## config.mk

```make
export PLATFORM = sky130hd
export DESIGN_NAME = nios_ram_arbiter
export DESIGN_NICKNAME = d
export VERILOG_FILES = /design/src/rtl/nios_ram_arbiter.sv
export SDC_FILE = /design/constraint.sdc
export NUM_CORES = 1
export LEC_CHECK = 0
export BUFFER_PORTS_ARGS = -buffer_cell sky130_fd_sc_hd__buf_2
export CAP_MARGIN = 40
export CORE_AREA = 2 2 97 99
export DETAILED_ROUTE_END_ITERATION = 8
export DIE_AREA = 0 0 99 101
export GPL_TIMING_DRIVEN = 0
export PLACE_DENSITY = 0.55
export SKIP_LAST_GASP = 1
export SLEW_MARGIN = 0
export SYNTH_ARGS = -nofsm -noshare
export SYNTH_HDL_FRONTEND = slang
export SYNTH_SLANG_ARGS = --single-unit
```

## constraint.sdc

```tcl
create_clock -name clk -period 4.7 [get_ports clk]
set_input_delay 0.235 -clock clk [delete_from_list [all_inputs] [get_ports clk]]
set_output_delay 0.235 -clock clk [all_outputs]
set_load 0.05 [all_outputs]
```

## src/rtl/nios_ram_arbiter.sv

```systemverilog
// -----------------------------------------------------------------------------
// nios_ram_arbiter
//   Two-requester Avalon-MM arbiter in front of the single-port on-chip NIOS
//   RAM. m0 is the NIOS data master, m1 the ultrasonic capture engine.
//   Round-robin between the two, with a bounded lock that lets m1 stream a
//   burst of up to MAX_LOCK back-to-back accesses while m0 is kept waiting.
//   The RAM has a fixed 1-cycle read latency and never stalls, so an accepted
//   read always returns exactly one cycle later and only the valid strobe has
//   to be steered back to the requester that issued it.
// -----------------------------------------------------------------------------
module nios_ram_arbiter #(
   parameter int ADDR_W   = 11,
   parameter int DATA_W   = 32,
   parameter int MAX_LOCK = 16
) (
   input  logic                clk,
   input  logic                reset_n,

   // Requester 0: NIOS data master
   input  logic [ADDR_W-1:0]   m0_address,
   input  logic [DATA_W/8-1:0] m0_byteenable,
   input  logic                m0_read,
   input  logic                m0_write,
   input  logic [DATA_W-1:0]   m0_writedata,
   output logic                m0_waitrequest,
   output logic [DATA_W-1:0]   m0_readdata,
   output logic                m0_readdatavalid,

   // Requester 1: capture engine
   input  logic [ADDR_W-1:0]   m1_address,
   input  logic [DATA_W/8-1:0] m1_byteenable,
   input  logic                m1_read,
   input  logic                m1_write,
   input  logic [DATA_W-1:0]   m1_writedata,
   output logic                m1_waitrequest,
   output logic [DATA_W-1:0]   m1_readdata,
   output logic                m1_readdatavalid,
   input  logic                m1_lock,

   // RAM s1 slave
   output logic [ADDR_W-1:0]   ram_address,
   output logic [DATA_W/8-1:0] ram_byteenable,
   output logic                ram_chipselect,
   output logic                ram_write,
   output logic [DATA_W-1:0]   ram_writedata,
   output logic                ram_clken,
   input  logic [DATA_W-1:0]   ram_readdata
);

   // Lock counter is 8 bits wide: enough for the full 1..255 MAX_LOCK range.
   localparam logic [7:0] LP_MAX_LOCK = 8'(MAX_LOCK);

   // Identifies a requester; used both for the round-robin history and for
   // steering the read-return strobe.
   typedef enum logic {
      GNT_M0 = 1'b0,
      GNT_M1 = 1'b1
   } gnt_e;

   // ---------------------------------------------------------------------------
   // Request decode
   // ---------------------------------------------------------------------------
   logic w_req0;
   logic w_req1;
   logic w_rd0;
   logic w_rd1;

   // A simultaneous read+write is a write; the read half is dropped so it
   // never produces a readdatavalid.
   assign w_req0 = m0_read | m0_write;
   assign w_req1 = m1_read | m1_write;
   assign w_rd0  = m0_read & ~m0_write;
   assign w_rd1  = m1_read & ~m1_write;

   // ---------------------------------------------------------------------------
   // Arbitration state
   // ---------------------------------------------------------------------------
   gnt_e       r_last_gnt;
   logic [7:0] r_lock_cnt;
   logic [7:0] w_lock_cnt_nxt;
   logic       r_rd_pend;
   gnt_e       r_rd_id;

   logic w_lock_hold;
   logic w_gnt0;
   logic w_gnt1;
   logic w_any_gnt;
   logic w_acc_rd;

   // m1 keeps the RAM on a tie only while it holds the lock, it was the last
   // winner and its burst budget is not yet used up.
   assign w_lock_hold = (r_last_gnt == GNT_M1) & m1_lock & w_req1 &
                        (r_lock_cnt < LP_MAX_LOCK);

   // Grant selection: single requester wins outright; a tie goes to the
   // requester not granted last unless the m1 lock is holding the RAM.
   always_comb begin
      // NOTE: every signal written here gets a default first, so no path
      // through the block leaves it unassigned and infers a latch.
      w_gnt0 = 1'b0;
      w_gnt1 = 1'b0;
      if (w_req0 && w_req1) begin
         if (w_lock_hold || (r_last_gnt == GNT_M0)) begin
            w_gnt1 = 1'b1;
         end else begin
            w_gnt0 = 1'b1;
         end
      end else begin
         w_gnt0 = w_req0;
         w_gnt1 = w_req1;
      end
   end

   assign w_any_gnt = w_gnt0 | w_gnt1;
   assign w_acc_rd  = (w_gnt0 & w_rd0) | (w_gnt1 & w_rd1);

   // Lock budget: counts m1 grants that actually made m0 wait; any m0 grant
   // or a dropped lock restarts the burst budget.
   always_comb begin
      w_lock_cnt_nxt = r_lock_cnt;
      if (w_gnt0 || !m1_lock) begin
         w_lock_cnt_nxt = 8'd0;
      end else if (w_gnt1 && w_req0) begin
         w_lock_cnt_nxt = r_lock_cnt + 8'd1;
      end
   end

   // Round-robin history and lock budget; last_gnt only moves when someone
   // is actually granted, and resets to m1 so m0 wins the first tie.
   always_ff @(posedge clk or negedge reset_n) begin
      // NOTE: state registers use non-blocking assignments so every flop
      // samples the pre-edge values regardless of statement order.
      if (!reset_n) begin
         r_last_gnt <= GNT_M1;
         r_lock_cnt <= 8'd0;
      end else begin
         r_lock_cnt <= w_lock_cnt_nxt;
         if (w_any_gnt) begin
            r_last_gnt <= w_gnt1 ? GNT_M1 : GNT_M0;
         end
      end
   end

   // Read-return tracking: remembers who issued the read accepted this cycle
   // so the RAM data arriving next cycle is flagged for the right requester.
   // Reset discards any return still in flight.
   always_ff @(posedge clk or negedge reset_n) begin
      if (!reset_n) begin
         r_rd_pend <= 1'b0;
         r_rd_id   <= GNT_M0;
      end else begin
         r_rd_pend <= w_acc_rd;
         if (w_acc_rd) begin
            r_rd_id <= w_gnt1 ? GNT_M1 : GNT_M0;
         end
      end
   end

   // ---------------------------------------------------------------------------
   // Requester-side outputs
   // ---------------------------------------------------------------------------
   assign m0_waitrequest = w_req0 & ~w_gnt0;
   assign m1_waitrequest = w_req1 & ~w_gnt1;

   // Both requesters see the RAM data bus; only the strobe is steered.
   assign m0_readdata      = ram_readdata;
   assign m1_readdata      = ram_readdata;
   assign m0_readdatavalid = r_rd_pend & (r_rd_id == GNT_M0);
   assign m1_readdatavalid = r_rd_pend & (r_rd_id == GNT_M1);

   // ---------------------------------------------------------------------------
   // RAM drive: mux the granted requester; idle cycles park on m0's values
   // with chipselect low.
   // ---------------------------------------------------------------------------
   assign ram_address    = w_gnt1 ? m1_address    : m0_address;
   assign ram_byteenable = w_gnt1 ? m1_byteenable : m0_byteenable;
   assign ram_writedata  = w_gnt1 ? m1_writedata  : m0_writedata;
   assign ram_chipselect = w_any_gnt;
   assign ram_write      = (w_gnt0 & m0_write) | (w_gnt1 & m1_write);
   assign ram_clken      = 1'b1;

endmodule

```

======== Word-level counts from Yosys, hierarchy flattened ========
Cells that the tools add are included.
Widths: inputs -> output; s select.
word-level totals
  register bits after elaboration ......... 11
  latch bits .............................. 0
  memory bits (writable) .................. 0
  ROM bits ................................ 0
  bits of input ports ..................... 133
  output and inout port bits .............. 118
  logic and storage cells ................. 46
  memories ................................ 0
cells by class
  add/sub/neg operators ................... 1
  multiply operators ...................... 0
  div/mod/pow operators ................... 0
  $lt $le $gt $ge ......................... 1
  equal/unequal tests ..................... 0
  shift-type cells ........................ 0
  muxes and demuxes ....................... 10
  bitwise operators ....................... 24
  reduce and logical (&&, ||, !) cells .... 6
operators by type and width
  cell                 count
  $mux 32              1
  $mux 8               2
  $and 1x1->1          13
  $mux 11              1
  $add 8x1->8 const B  1
  $lt 8x5->1 const B   1
  $not 1->1            6
  $mux 1               5
  $or 1x1->1           5
  $mux 4               1
  $logic_and 1x1->1    2
  $logic_or 1x1->1     2
  $reduce_bool 2->1    1
  $logic_not 1->1      1

======== Longest topological paths before layout ========
Gate-level depths: netlist of the first run.
  word-level depth ........................ 9
  gate-level depth with buffers ........... 6

======== Least setup slack after synthesis of the first run ========
OpenSTA, ideal clock, no wires.
  path kind ............................... reg-to-output
  start ................................... register r_lock_cnt[4]
  end ..................................... output m0_waitrequest
  arrival time ............................ 2319 ps
  path slack .............................. 2146 ps
  stages on the path, launching flop included .. 7
  path buffers ............................ 2
  cell sequence ........................... dfrtp_1 or4b_4 o21ai_4 o22a_4 buf_8 buf_12 nor2b_1
on the way
  word-level cells in the longest chain between the ends .. 7
ends and longest elaborated chain
  element                 RTL line  RTL
  start, declared         79        logic [7:0] r_lock_cnt;
  start signal, assigned  137       r_lock_cnt <= w_lock_cnt_nxt;
  $lt 8x5->1              93        (r_lock_cnt < LP_MAX_LOCK);
  $and 1x1->1             92        assign w_lock_hold = (r_last_gnt == GNT_M1) & m1_lock & w_req1 &
  $logic_or 1x1->1        103       if (w_lock_hold || (r_last_gnt == GNT_M0)) begin
  $mux 1                  103
  $mux 1                  102       if (w_req0 && w_req1) begin
  $not 1->1               162       assign m0_waitrequest = w_req0 & ~w_gnt0;
  $and 1x1->1             162
  end, declared           25        output logic m0_waitrequest,
No other way between the ends.

======== Final worst setup path of the first run ========
  start ................................... register r_lock_cnt[4]
  end ..................................... output ram_writedata[28]
on the way
  word-level cells in the longest chain between the ends .. 6
ends and longest elaborated chain
  element           RTL line  RTL
  $lt 8x5->1        93
  $and 1x1->1       92
  $logic_or 1x1->1  103
  $mux 1            103
  $mux 1            102
  $mux 32           177       assign ram_writedata = w_gnt1 ? m1_writedata : m0_writedata;
  end, declared     45        output logic [DATA_W-1:0] ram_writedata,
No other way between the ends.

==> flow_summary.ini, run 1 <==
[floorplan]
dieArea_mm2 = 0.0100
die_y_um = 101
io_pins = 251
initial_core_util_pct = 19.5
fp.dieW_um = 99
core_mm2 = 0.00898
std_cell_rows = 35

[placement]
place_inst = 512
numPortBuffers = 217
post-dp-hpwl_mm = 5.95
place_congestion = 0.837
pre_cts_ws_ps = 2200
place_area_mm2 = 0.00297

[synthesis]
yosysWarningCount = 0
synth_adder_area_share_pct = 0.716
ys_ff_latch = 11
synth_edf_count = 0
synthCells = 184
synth_seq_area_share_pct = 15.8
yosys.cell_count.top_type = buf_4
synth_xor_area_share_pct = 2.51
ys_types = 34
synth_top_family_by_area = multiplexers
synth_ff_type = dfrtp_1
synthesis.area_mm2 = 0.00175
synth_area_per_cell_um2 = 9.50
async_reset_ff_share_pct = 100
synth_common_cells = buf_4 (68), mux2_2 (39), dfrtp_1 (10)
synth_area_leaders = buf_4 (29%), mux2_2 (25%), dfrtp_1 (14%), mux2_4 (6.9%), xnor2_1 (2.0%)
synth-simple-area-share_pct = 10.5
synth_mux_area_share_pct = 32.0
syn_nets = 318
synth_compound_area_share_pct = 6.66
yosys.area.top_type = buf_4
synth_top_area_share_pct = 29.2

[final_layout]
area_growth_pct = 73.2
layout-drive-gt1-share_pct = 84.5
fin_util_pct = 33.7
finalNonFillerCells = 517
n_fill_cell = 943
antenna_cells = 0
final_area_mm2 = 0.00303
nets = 541

[min_path]
hold_path_class = input port to flop
min_path_cells = 2

[detailed_routing]
antenna_left = 0
drtIter0Drc = 8
drt-total-wl_mm = 6.66
viasPerCell = 3.90
wl_per_cell_um = 12.9
drc = 0
vias = 2014
drtPass1Iterations = 4

[pwr]
pwr-share-comb_pct = 73.4
power.share.switching_pct = 54.3
switching_power_uw = 404
clock_power_share_pct = 12.4
seq_power_share_pct = 14.2
p_per_area_mw_per_mm2 = 246
p_leak_nw = 1.72
max-vdd-ir-drop_mv = 0.109
intPower_uw = 340
finalPower_uw = 744

[cts]
cts_num_sinks = 11
cts_root_buf = clkbuf_8
htree_num_levels = 1
numCtsBuffers = 3
tritoncts = yes
cts_buffer_depth = 2
cts_resized = 0
clk_latency_ps = 240
post-cts-setup-buffers = 0
clkSlewWorstSetupHoldPaths_ps = 50

[grt]
grt_max_degree = 12
first_global_vias = 1985
grt_antenna_before_repair = 0
grt_pass1_wl_mm = 9.47
track_usage_pct = 11.6
grt-ovfl-total = 0

[timing]
hold_viol = 0
setup_slack_ps = 1970
holdWs_ps = 262
max_freq_ghz = 0.366
min_period_ps = 2730
setup_tns_ps = 0
min_period_over_period_pct = 58.2
worstMarginPinSlew_ps = 659
rsz0062_at_grt = false
finalSetupViolCount = 0
slew_violations = 0
fin_worst_skew_ps = 3.23
relSlewSlack_pct = 55.9

[worst_setup_path]
worstPathRequired_ps = 4470
cp_slowest_cell = or4b_4
cp_num_buf_inv = 3
cp_top_family = simple AND/OR/NAND/NOR gates
arrival_ps = 2500
max_stage_delay_ps = 570
critPathCaptureType = output port
path_class = flop to output port
critPathLaunchType = flop
worst-path-max-fanout = 10
path_cells = or4b_4 > o21ai_4 > o22a_4 > buf_8 > buf_12 > mux2_4 > buf_2
cp.depth = 7
rr_worst_depth = 6

[run_status]
status = complete, no violations

[job]
maxCapViolCount = 0
-- cell families after synthesis --
family          count (synthesis)
compound gates                 13
xor+xnor                        5
fa+ha+maj                       1
buf+inv                        72
flops                          11
mux                            47
other cells                     1
simple gates                   34
-- path summary, 6_finish.rpt --
| check | from | endpoint | slack [ps] |
|---|---|---|---|
| worst max-delay path | r_lock_cnt[4]$_DFFE_PN0P_ | ram_writedata[28] | 1970 |
| worst min-delay path | m0_read | r_rd_id$_DFFE_PN0P_ | 260 |
| worst max register to register | r_lock_cnt[4]$_DFFE_PN0P_ | r_last_gnt$_DFFE_PN1P_ | 2800 |
| worst min register to register | r_last_gnt$_DFFE_PN1P_ | r_last_gnt$_DFFE_PN1P_ | 540 |
| max in group asynchronous | reset_n | r_last_gnt$_DFFE_PN1P_ | 4030 |
| min in group asynchronous | reset_n | r_lock_cnt[1]$_DFFE_PN0P_ | 400 |
-- cell type report --
type / count / area [µm²] / share of cell area (%)
multi-input combinational: 101 / 918 / 30.3
sequential: 11 / 277 / 9.13
inverter: 2 / 7.51 / 0.248
buffer: 70 / 546 / 18.0
timing repair buffer: 218 / 1100 / 36.2
clock buffer: 4 / 45.0 / 1.49
tap: 111 / 139 / 4.59
-- power groups by stage --
| stage | clock (mW) | sequential, mW | combinational, mW |
|---|---|---|---|
| floorplan | 0 | 0.106 | 0.421 |
| global placement | 0 | 0.107 | 0.548 |
| detailed placement | 0 | 0.107 | 0.550 |
| CTS | 0.0951 | 0.106 | 0.552 |
| global route | 0.102 | 0.106 | 0.572 |
| finish | 0.0924 | 0.106 | 0.546 |
-- layer usage --
layer  global-route usage, %  vias up  wire, µm
met3                    2.43        2       434
met4                    1.05        0        15
met5                       0        -         0
li1                        -     1012         -
met1                    13.6      917      2500
met2                    22.5       83      3710
-- repair_timing --
action	in CTS	in global routing
endpoints found under the setup margin	0	0
endpoints found under the hold margin	10	0
hold buffers	1	0
-- cells in the final DEF, fill, tap and decap left out, types with 2 or more instances in the layout --
cell and count:
a21o_1 3, and2_1 2, buf_2 217, buf_4 68, clkbuf_8 3, dfrtp_1 10, inv_1 2, mux2_2 39
mux2_4 8, nand2_1 8, nand3_1 2, nor2_1 9, nor2b_1 3, nor3_1 2, nor4b_1 2, o21ai_0 3
xnor2_1 4
-- registers in the layout, indices dropped and copies added, names as in the netlist --
name	flops
r_last_gnt	1
r_lock_cnt	8
r_rd_id	1
r_rd_pend	1
Note: power is estimated with default switching activity, not from simulation.
==> run 2: changes to the inputs <==
--- a/config.mk
+++ b/config.mk
@@ -7,11 +7,11 @@
 export LEC_CHECK = 0
 export BUFFER_PORTS_ARGS = -buffer_cell sky130_fd_sc_hd__buf_2
 export CAP_MARGIN = 40
-export CORE_AREA = 2 2 97 99
+export CORE_AREA = 2 2 99 101
 export DETAILED_ROUTE_END_ITERATION = 8
-export DIE_AREA = 0 0 99 101
+export DIE_AREA = 0 0 101 103
 export GPL_TIMING_DRIVEN = 0
-export PLACE_DENSITY = 0.55
+export PLACE_DENSITY = 0.53
 export SKIP_LAST_GASP = 1
 export SLEW_MARGIN = 0
 export SYNTH_ARGS = -nofsm -noshare
==> constraint.sdc (replaced) <==
create_clock -name clk -period 2.81 [get_ports clk]
set_input_delay 0.1405 -clock clk [delete_from_list [all_inputs] [get_ports clk]]
set_output_delay 0.1405 -clock clk [all_outputs]
set_load 0.05 [all_outputs]
==> run 2 against run 1 <==
Net effect: flip-flop and latch count did not move; global-route usage decreased by 2.0 points; total power is 67% higher; clock skew is 2.0 ps lower; critical path depth is the same; critical endpoint is now ram_writedata[27]; die area grew 4.0%; count of clock-buffer cells in the layout is the same; core utilization fell by 1.7 points; sequential share of layout area about the same; cell area rose by 0.12%; sequential power grew 66%; non-clock buffer count unchanged.
==> flow_summary.ini, run 2 (same netlist as run 1, synthesis figures left out) <==
[run_status]
status = complete, no violations

[grt]
grt-ovfl-total = 0
grt_max_degree = 12
first_global_vias = 1750
grt_pass1_wl_mm = 7.92
grt_antenna_before_repair = 0
track_usage_pct = 9.61

[worst_setup_path]
arrival_ps = 2500
critPathCaptureType = output port
reg2reg_to = r_last_gnt$_DFFE_PN1P_
worst-path-max-fanout = 10
path_class = flop to output port
critPathLaunchType = flop
rr_worst_depth = 6
worstPathRequired_ps = 2670
r2r_start = r_lock_cnt[4]$_DFFE_PN0P_
rrSetupSlack_ps = 920

[detailed_routing]
wl_per_cell_um = 11.5
drtIter0Drc = 11
route.met2.wl_mm = 3.09
drt-total-wl_mm = 5.97
viasPerCell = 3.89
vias = 2023
antenna_left = 0
wl_met3_um = 579
routed.top_layer = met4
drtPass1Iterations = 4
wl_met1_mm = 2.23
drc = 0

[timing]
hold_viol = 0
min_period_over_period_pct = 94.0
min_period_ps = 2640
worstMarginPinSlew_ps = 715
rsz0062_at_grt = false
relSlewSlack_pct = 52.2
max_freq_ghz = 0.378
slew_violations = 0
fin_worst_skew_ps = 1.27
setup_tns_ps = 0
finalSetupViolCount = 0

[final_layout]
top_register = r_lock_cnt
layout_commonest_cell = buf_2
fin_util_pct = 32.1
area_growth_pct = 73.4
largest_register_ffs = 8
antenna_cells = 0
layout-drive-gt1-share_pct = 84.5
nets = 541
most-common-layout-cells = buf_2 (217), buf_4 (68), mux2_2 (39)

[job]
maxCapViolCount = 0

[placement]
place_congestion = 0.801
post-dp-hpwl_mm = 5.37
numPortBuffers = 217

[floorplan]
dieArea_mm2 = 0.0104
std_cell_rows = 36
fp.dieW_um = 101
die_y_um = 103
core_mm2 = 0.00946
initial_core_util_pct = 18.5
io_pins = 251

[pwr]
clock_power_share_pct = 12.7
intPower_uw = 569
switching_power_uw = 676
max-vdd-ir-drop_mv = 0.186
pwr-share-comb_pct = 73.1
power.share.switching_pct = 54.3
p_leak_nw = 1.72
seq_power_share_pct = 14.1
p_per_area_mw_per_mm2 = 411

[cts]
cts_root_buf = clkbuf_8
cts_num_sinks = 11
cts_hold_buffers = 1
post-cts-setup-buffers = 0
htree_num_levels = 1
cts_resized = 0
tritoncts = yes
clkSlewWorstSetupHoldPaths_ps = 50
clk_latency_ps = 240
numCtsBuffers = 3
cts_buffer_depth = 2

[min_path]
hold_end = r_rd_id$_DFFE_PN0P_
holdCritStartpoint = m0_read
hold_path_class = input port to flop
min_path_cells = 2
==> run 2: cell counts in the layout (fill, tap and decap cells not counted) <==
No cell type changed its count.
==> run 2: layout make-up <==
class	count	area [µm²]
fillers	1004	6430
repair buffers	218	1100
multi-input cells	101	918
plain buffers	70	546
flip-flops and latches	11	277
well taps	114	143
clock buffers	4	45.0
inverters	2	7.51
==> run 2: per-layer routing <==
metal  global-route usage [%]  up-vias
met1                     11.6      874
li1                         -     1009
met5                        0        -
met4                     3.12        0
met3                     1.15        5
met2                     17.7      135
==> run 2: metrics by stage <==
step | setup slack [ps] | instance area [µm²] | power [mW] | hold WS, ps | std cells
5_1_grt | 67.2 | 3030 | 1.30 | 184 | 520
2_1_floorplan | 351 | 1750 | 0.881 | -155 | 184
4_1_cts | 131 | 3030 | 1.26 | 170 | 520
6_report | 168 | 3030 | 1.24 | 168 | 520
3_3_place_gp | 416 | 2980 | 1.09 | 29.1 | 515
3_5_place_dp | 394 | 2980 | 1.09 | 29.8 | 515
==> run 2: critical path: stages (launching register included) <==
cell and delay [ps]:
dfrtp_1 440, or4b_4 570, o21ai_4 220, o22a_4 220, buf_8 150, buf_12 140
mux2_4 300, buf_2 210
==> run 2: power by group through the flow <==
stage | Clock [mW] | Sequential, mW | Combinational, mW
finish | 0.158 | 0.176 | 0.910
global route | 0.172 | 0.177 | 0.955
CTS | 0.165 | 0.176 | 0.920
detailed placement | 0 | 0.179 | 0.916
global placement | 0 | 0.178 | 0.914
floorplan | 0 | 0.177 | 0.704
==> run 2: worst max-delay path by stage <==
stage	cells past startpoint	slack, ps	startpoint	end
floorplan	6	350	r_lock_cnt[4]$_DFFE_PN0P_	m0_waitrequest
global placement	7	420	r_lock_cnt[4]$_DFFE_PN0P_	ram_writedata[27]
detailed placement	7	390	r_lock_cnt[4]$_DFFE_PN0P_	ram_writedata[27]
CTS	7	130	r_lock_cnt[4]$_DFFE_PN0P_	ram_writedata[27]
global route	7	70	r_lock_cnt[4]$_DFFE_PN0P_	ram_writedata[27]
finish	7	170	r_lock_cnt[4]$_DFFE_PN0P_	ram_writedata[27]
==> run 3: changes to the inputs <==
--- a/config.mk
+++ b/config.mk
@@ -5,13 +5,14 @@
 export SDC_FILE = /design/constraint.sdc
 export NUM_CORES = 1
 export LEC_CHECK = 0
+export ABC_AREA = 1
 export BUFFER_PORTS_ARGS = -buffer_cell sky130_fd_sc_hd__buf_2
 export CAP_MARGIN = 40
-export CORE_AREA = 2 2 99 101
+export CORE_AREA = 2 2 96 98
 export DETAILED_ROUTE_END_ITERATION = 8
-export DIE_AREA = 0 0 101 103
+export DIE_AREA = 0 0 98 100
 export GPL_TIMING_DRIVEN = 0
-export PLACE_DENSITY = 0.53
+export PLACE_DENSITY = 0.55
 export SKIP_LAST_GASP = 1
 export SLEW_MARGIN = 0
 export SYNTH_ARGS = -nofsm -noshare
==> run 3 against run 2 <==
Net effect: first-iteration DRC count rose to 4.6 times the previous value; global-route usage rose by 2.5 points; total power rose by 5.8%; flip-flop and latch count did not move; worst setup slack improved by 600 ps; clock power barely moved; critical endpoint is now ram_address[10].
==> flow_summary.ini, run 3 <==
[final_layout]
layout-drive-gt1-share_pct = 57.0
layout_commonest_cell = buf_2
area_growth_pct = 74.8
fin_util_pct = 33.7
n_fill_cell = 987
finalNonFillerCells = 640
final_area_mm2 = 0.00300
most-common-layout-cells = buf_2 (223), nand2_1 (165), buf_4 (65)
largest_register_ffs = 8
nets = 663
top_register = r_lock_cnt

[synthesis]
synth_area_leaders = nand2_1 (36%), buf_4 (28%), dfrtp_1 (15%), nor2_1 (3.5%), inv_1 (3.1%)
yosys.area.top_type = nand2_1
synthCells = 306
synthesis.area_mm2 = 0.00172
synth_edf_count = 0
synth_top_area_share_pct = 36.1
synth_seq_area_share_pct = 16.1
ys_ff_latch = 11
synth_ff_type = dfrtp_1
ys_types = 20
yosys.cell_count.top_type = nand2_1
synth_area_per_cell_um2 = 5.61
synth_common_cells = nand2_1 (165), buf_4 (65), nor2_1 (16)
async_reset_ff_share_pct = 100
yosysWarningCount = 0
syn_nets = 440

[worst_setup_path]
cp_num_buf_inv = 2
path_cells = o21ai_0 > nor2_1 > nand2_2 > nand2_2 > buf_2 > nand2_1 > nand2_1 > buf_2
arrival_ps = 1910
rrSetupSlack_ps = 1230
cp_slowest_cell = dfstp_2
worst-path-max-fanout = 10
critPathCaptureType = output port
path_class = flop to output port
critPathLaunchType = flop
max_stage_delay_ps = 520
cp_top_family = buffers and inverters
worstPathRequired_ps = 2670
rr_worst_depth = 8
r2r_start = r_last_gnt$_DFFE_PN1P_
reg2reg_to = r_rd_id$_DFFE_PN0P_

[timing]
max_freq_ghz = 0.489
min_period_ps = 2050
hold_viol = 0
finalSetupViolCount = 0
setup_tns_ps = 0
fin_worst_skew_ps = 0.425
setup_slack_ps = 764
rsz0062_at_grt = false
slew_violations = 0
min_period_over_period_pct = 72.8
holdWs_ps = 183

[cts]
clkSlewWorstSetupHoldPaths_ps = 50
cts_root_buf = clkbuf_8
htree_num_levels = 1
tritoncts = yes
clk_latency_ps = 240
post-cts-setup-buffers = 0
cts_buffer_depth = 2
cts_hold_buffers = 1
numCtsBuffers = 3
cts_num_sinks = 11
cts_resized = 0

[pwr]
finalPower_mw = 1.32
pwr-share-comb_pct = 74.5
intPower_uw = 535
switching_power_uw = 783
clock_power_share_pct = 12.2
p_leak_nw = 2.01
max-vdd-ir-drop_mv = 0.204
power.share.switching_pct = 59.4
seq_power_share_pct = 13.3
p_per_area_mw_per_mm2 = 439

[job]
maxCapViolCount = 0

[grt]
grt_antenna_before_repair = 1
grt-ovfl-total = 0
grt_max_degree = 12
track_usage_pct = 12.1
grt_pass1_wl_mm = 9.97
first_global_vias = 2077

[min_path]
holdCritStartpoint = m1_write
min_path_cells = 4
hold_end = r_last_gnt$_DFFE_PN1P_
hold_path_class = input port to flop

[floorplan]
io_pins = 251
std_cell_rows = 35
core_mm2 = 0.00889
die_y_um = 100
fp.dieW_um = 98
dieArea_mm2 = 0.00980
initial_core_util_pct = 19.3

[placement]
place_congestion = 0.855
numPortBuffers = 217
place_inst = 634
place_area_mm2 = 0.00294
pre_cts_ws_ps = 964
post-dp-hpwl_mm = 5.86

[detailed_routing]
drtPass1Iterations = 4
vias = 2457
antenna_left = 0
drc = 0
drt-total-wl_mm = 6.76
wl_per_cell_um = 10.6
drtIter0Drc = 51
viasPerCell = 3.84

[run_status]
status = complete, no violations
==> run 3: layer usage <==
layer | vias to the layer above | wire length, µm | track usage (%)
met4 | 0 | 20 | 1.92
li1 | 1289 | - | -
met5 | - | 0 | 0
met3 | 2 | 555 | 1.25
met1 | 1049 | 2730 | 15.5
met2 | 117 | 3450 | 22.5
==> run 3: how the worst max path moves through the flow <==
stage	startpoint	end	slack, ps	cells past startpoint
floorplan	r_lock_cnt[4]$_DFFE_PN0P_	ram_write	570	7
global placement	r_lock_cnt[4]$_DFFE_PN0P_	ram_writedata[10]	1000	12
detailed placement	r_last_gnt$_DFFE_PN1P_	ram_address[10]	960	8
CTS	r_last_gnt$_DFFE_PN1P_	ram_address[10]	700	8
global route	r_lock_cnt[6]$_DFFE_PN0P_	ram_writedata[12]	520	12
finish	r_last_gnt$_DFFE_PN1P_	ram_address[10]	760	8
==> run 3: logic make-up (layout without fill, tap and decap cells) <==
family	after synthesis	after routing	synth area share, %
compound gates	8	8	2.33
flops	11	11	16.1
simple gates	194	194	44.0
buf+inv	90	312	36.1
other cells	1	2	0.219
xor+xnor	1	1	0.511
fa+ha+maj	1	1	0.729
==> run 3: tightest hold or removal path, stage by stage <==
cell and delay, ps:
buf_2 100, nor2_2 50, nand3_1 60, nand2_1 60
==> run 3: layout make-up <==
cell class | count | area [µm²] | area share [%]
Antenna cell | 1 | 2.50 | 0.0835
Buffer | 75 | 563 | 18.8
Clock buffer | 4 | 45.0 | 1.50
Inverter | 15 | 56.3 | 1.88
Multi-Input combinational cell | 205 | 820 | 27.3
Sequential cell | 11 | 277 | 9.22
Tap cell | 111 | 139 | 4.63
Timing Repair Buffer | 218 | 1100 | 36.6
==> run 3: power by group through the flow <==
stage          Clock, mW  Combinational, mW  Sequential (mW)
2_1_floorplan          0              0.741            0.176
3_3_place_gp           0              0.986            0.177
3_5_place_dp           0              0.990            0.177
4_1_cts            0.166              0.993            0.175
5_1_grt            0.169               1.04            0.176
6_report           0.161              0.982            0.175
